--- config.mk ---
export PLATFORM = sky130hd
export DESIGN_NAME = dual_issue_dispatcher
export DESIGN_NICKNAME = d
export VERILOG_FILES = /design/src/rtl/dual_issue_dispatcher.sv
export SDC_FILE = /design/constraint.sdc
export NUM_CORES = 1
export LEC_CHECK = 0
export CORE_MARGIN = 2
export CORE_UTILIZATION = 35
export CTS_BUF_LIST = sky130_fd_sc_hd__clkbuf_8
export CTS_CLUSTER_SIZE = 30
export DETAILED_ROUTE_END_ITERATION = 7
export GPL_TIMING_DRIVEN = 0
export HOLD_SLACK_MARGIN = 0.08
export MAX_ROUTING_LAYER = met4
export PLACE_DENSITY = 0.7
export SLEW_MARGIN = 20
export SYNTH_ARGS = -nofsm -noshare
export SYNTH_HDL_FRONTEND = slang
export SYNTH_SLANG_ARGS = --single-unit
--- constraint.sdc ---
create_clock -name clk -period 3 [get_ports clk]
set_input_delay 0.75 -clock clk [delete_from_list [all_inputs] [get_ports clk]]
set_output_delay 0.75 -clock clk [all_outputs]
set_load 0.01 [all_outputs]
--- src/rtl/dual_issue_dispatcher.sv ---
// dual_issue_dispatcher: instruction FIFO issuing one (unified) or up to two independent (split) instructions per cycle.
module dual_issue_dispatcher #(
  parameter int DEPTH = 4
) (
  input  logic                       clk,
  input  logic                       rst_n,
  input  logic                       mode,
  input  logic                       in_valid,
  input  logic [31:0]                in_instr,
  output logic                       in_ready,
  input  logic                       stall,
  input  logic                       flush,
  output logic                       validA,
  output logic                       validB,
  output logic [31:0]                instrA,
  output logic [31:0]                instrB,
  output logic [6:0]                 opcodeA,
  output logic [6:0]                 opcodeB,
  output logic [2:0]                 funct3A,
  output logic [2:0]                 funct3B,
  output logic [6:0]                 funct7A,
  output logic [6:0]                 funct7B,
  output logic [$clog2(DEPTH):0]     count
);
  localparam int AW = $clog2(DEPTH);
  localparam int CW = AW + 1;
  logic [31:0] mem [DEPTH];
  logic [AW-1:0] rd_ptr, wr_ptr;
  logic [31:0] h0, h1;
  logic push, pair, hazard;
  logic [CW-1:0] pops;
  function automatic logic alu_op(input logic [6:0] op);
    return op inside {7'b0110011, 7'b0010011, 7'b0000011, 7'b0100011};
  endfunction
  function automatic logic writes_rd(input logic [6:0] op);
    return op inside {7'b0110011, 7'b0010011, 7'b0000011};
  endfunction
  function automatic logic uses_rs2(input logic [6:0] op);
    return op inside {7'b0110011, 7'b0100011};
  endfunction
  assign h0 = mem[rd_ptr];
  assign h1 = mem[rd_ptr + AW'(1)];
  assign in_ready = count < CW'(DEPTH);
  assign push = in_valid && in_ready && !flush;
  // RAW: H1 may not read a register H0 is about to write
  assign hazard = writes_rd(h0[6:0]) && h0[11:7] != 5'd0 &&
                  (h1[19:15] == h0[11:7] || (uses_rs2(h1[6:0]) && h1[24:20] == h0[11:7]));
  assign pair = !mode && count >= CW'(2) && alu_op(h0[6:0]) && alu_op(h1[6:0]) && !hazard;
  assign pops = (stall || flush || count == '0) ? '0 : pair ? CW'(2) : CW'(1);
  always_ff @(posedge clk) begin
    if (push) mem[wr_ptr] <= in_instr;
  end
  always_ff @(posedge clk or negedge rst_n) begin
    if (!rst_n) begin
      count  <= '0;
      rd_ptr <= '0;
      wr_ptr <= '0;
      validA <= 1'b0;
      validB <= 1'b0;
      instrA <= '0;
      instrB <= '0;
    end else if (flush) begin
      count  <= '0;
      rd_ptr <= '0;
      wr_ptr <= '0;
      validA <= 1'b0;
      validB <= 1'b0;
      instrA <= '0;
      instrB <= '0;
    end else begin
      count  <= count + CW'(push) - pops;
      wr_ptr <= push ? wr_ptr + AW'(1) : wr_ptr;
      rd_ptr <= rd_ptr + AW'(pops);
      if (!stall) begin
        validA <= count != '0;
        instrA <= count != '0 ? h0 : '0;
        validB <= pair;
        instrB <= pair ? h1 : '0;
      end
    end
  end
  assign opcodeA = instrA[6:0];
  assign opcodeB = instrB[6:0];
  assign funct3A = instrA[14:12];
  assign funct3B = instrB[14:12];
  assign funct7A = instrA[31:25];
  assign funct7B = instrB[31:25];
endmodule

==> flow_summary_export.csv <==
group,metric,value,unit
timing,tns,-0.848,ns
place,dp_hpwl,15.8,mm
timing,setup_viol,3,
power_and_ir_drop,p_total,7.19,mW
critical_path,reg2reg_from,"rd_ptr[1]",
drt,viasPerCell,5.00,
critical_path,slowest_delay,0.58,ns
floorplanning,io_pins,142,
power_and_ir_drop,sw_frac_of_total,26.2,%
timing,fin_skew,0.0261,ns
grt,antenna_found_initial,2,
synthesis,yosys-top-cells-area,"edfxtp_1 44%, dfrtp_1 21%, mux4_2 15%",
timing,hold_viol_final,0,
cts,cts_buffer_depth,3,
cells_and_area,register_area,5670,um2
synthesis,synthFlopType,"edfxtp_1",
power_and_ir_drop,p_switching,1.88,mW
power_and_ir_drop,p_int,5.30,mW
critical_path,critPathKind,"register to register",
synthesis,syn_nets,577,
min_path,hold_path_class,"input pin to asynchronous set/reset pin",
floorplanning,fp.coreArea,25000,um2
cts,numCtsBuffers,35,
status,status,"finished, violations left",
synthesis,ys_seq_elements,201,
synthesis,synth_warnings,0,
critical_path,crit_start,"rd_ptr[1]",
critical_path,worstSetupEndpoint,"count[1]",
critical_path,crit_fanout,9,
power_and_ir_drop,power.share.combinational,20.4,%
cts,clkSlewWorstSetupHoldPaths,0.07,ns
cts,tritoncts,"done",
cells_and_area,drive_above_1_share,30.5,%
drt,vias,5465,
critical_path,path_common_cell,"ha_4",
critical_path,start_kind,"register",
cells_and_area,n_fill_cell,2152,
synthesis,synth_edf_count,128,
critical_path,cp.required,3.37,ns
drt,dr.pass1.iters,4,
place,pre_cts_ws,-1.03,ns
flow_run,max-cap-violations,0,
drt,final_antenna_net_count,0,
drt,wl_per_cell,20.3,um
synthesis,synth_most_common_cell,"edfxtp_1",
power_and_ir_drop,seqPwrFrac,45.4,%
power_and_ir_drop,leakage,4.36,nW
synthesis,async_flop_share,36.3,%
floorplanning,die_h,163,um
grt,grt_overflow,0,
timing,rsz0062_at_grt,"yes",
floorplanning,start_util,35.4,%
critical_path,arrival,3.70,ns
synthesis,synth_common_cells,"128 x edfxtp_1, 73 x dfrtp_1, 60 x nand2_1",
critical_path,slowest_stage,"mux4_2",
critical_path,r2r_slack,-0.33,ns
floorplanning,fp.dieW,163,um
timing,clock.fmax,0.301,GHz
cells_and_area,area_growth,33.3,%
drt,drc,0,
grt,grt_max_degree,49,
synthesis,synthesis.area,8830,um2
critical_path,r2r_cells,13,
grt,track_usage,17.5,%
drt,wirelength,22.1,mm
timing,fin_crit_sh,111,%
critical_path,crit_chain,"buf_12 -> mux4_2 -> xor2_2 -> nor4_2 -> a32oi_2 -> o21ai_4 -> and2_4 -> ha_4 -> inv_4 -> ha_4 -> inv_2 -> fa_2 -> nor2_1",
cts,clock_sinks,201,
synthesis,synth_top_area_share,43.5,%
timing,relSlewSlack,43.3,%
cells_and_area,final_util,47.2,%
power_and_ir_drop,clkPwrFrac,34.2,%
cts,clk_latency,0.50,ns
timing,final_max_slew_viol_count,0,
grt,grt_pass1_wl,33.6,mm
synthesis,syn_avg_cell_area,16.7,um2
place,io_buffers,141,
power_and_ir_drop,cellPowerDensity,610,nW/um2
cts,cts_root_buf,"clkbuf_8",
synthesis,yosysUniqueCellTypes,40,
status,violations,"setup timing",
cells_and_area,nNetsFinal,782,
timing,worstMarginPinSlew,0.843,ns
cells_and_area,multiInputGateArea,2770,um2
grt,first_global_vias,5664,
timing,setup_slack,-0.326,ns
floorplanning,rows,58,
timing,min_period,3.33,ns
place,gp_congestion,0.789,
synthesis,ys_seq_area_share,64.2,%
critical_path,end_kind,"register",
cts,htree_levels,2,
synthesis,synth_cells,530,
floorplanning,dieArea,26500,um2
synthesis,yosys.area.top_type,"edfxtp_1",
critical_path,timing.rr.end,"count[1]",
power_and_ir_drop,vdd_drop_max,0.239,mV
drt,drtIter0Drc,436,
==> metal layers <==
| layer | share of wire [%] | GRT usage (%) | up-vias |
|---|---|---|---|
| li1 | - | - | 2427 |
| met1 | 42 | 22.7 | 2764 |
| met2 | 47 | 26.7 | 231 |
| met3 | 8.9 | 5.25 | 43 |
| met4 | 2.5 | 5.23 | 0 |
| met5 | 0 | - | - |
==> power by group through the flow <==
stage,Combinational (mW),Clock [mW],Sequential (mW)
global route,1.58,2.64,3.28
global placement,1.31,0,3.32
finish,1.47,2.46,3.27
CTS,1.44,2.51,3.27
floorplan,0.738,0,3.32
detailed placement,1.36,0,3.32
==> sequential cells by signal, summed over array words and instances (netlist names) <==
register and cells:
count 3, instrA 32, instrB 32, mem 128, rd_ptr 2, validA 1, validB 1, wr_ptr 2
==> kinds of logic after synthesis <==
family          share of synthesized area (%)
mux                                      15.1
flops                                    64.2
simple gates                             5.23
fa+ha+maj                                1.36
xor+xnor                                 1.39
compound gates                           7.41
buf+inv                                  5.31
==> metrics by stage <==
| stage | hold WS, ns | std cells | cell area [um2] |
|---|---|---|---|
| after floorplan | 0.454 | 530 | 8860 |
| after global placement | 0.463 | 1001 | 10700 |
| after detailed placement | 0.471 | 1006 | 10800 |
| after CTS | 0.169 | 1083 | 11700 |
| after global routing | 0.188 | 1093 | 11800 |
| final | 0.187 | 1093 | 11800 |
==> layout by cell type, fill, tap and decap left out, drive strengths merged, types with 2 or more instances in the layout <==
cell type	n
nand2	60
bufinv	2
nand2b	2
buf	78
a311oi	2
clkdlybuf4s50	140
and4	2
nor3	2
nor4	4
nor2	8
nor2b	5
mux4	59
and2	8
a21oi	2
clkinv	9
o21ai	32
dfrtp	73
ha	8
clkbuf	55
inv	22
xor2	11
nand4b	2
xnor2	3
nand3	2
edfxtp	128
a22o	31
diode	2
==> worst max-delay path, delay by kind of cell, from the launching register on <==
family	cells	cell delay, ns
XOR/XNOR	1	0.21
adder cells (fa/ha/maj)	3	0.81
buffers and inverters	3	0.23
multiplexers	1	0.58
AO/OA/AOI/OAI	2	0.40
AND/OR/NAND/NOR	3	0.55
flip-flops	1	0.40
==> final cells by class <==
cell class	count	area share (%)
flip-flops and latches	201	48.2
multi-input cells	254	23.6
clock buffers	40	4.68
clock inverters	23	1.24
diodes	2	0.0425
inverters	10	0.340
repair buffers	168	14.4
well taps	330	3.51
plain buffers	65	4.09
==> worst min-delay path by stage <==
stage | to | from | cells after the start | slack [ns]
2_1_floorplan | count[0] | rst_n | 0 | 0.45
3_3_place_gp | instrB[20] | instrB[20] | 2 | 0.46
3_5_place_dp | instrB[8] | instrB[8] | 2 | 0.47
4_1_cts | instrA[21] | rst_n | 1 | 0.17
5_1_grt | instrA[21] | rst_n | 1 | 0.19
6_report | instrA[21] | rst_n | 1 | 0.19
==> what timing repair did <==
action / in CTS / in global routing
hold buffers: 0 / 0
pin swaps: 7 / 6
endpoints found under the setup margin: 5 / 4
buffers inserted: 14 / 8
gates resized for setup: 15 / 8
Note: power is estimated with default switching activity, not from simulation.
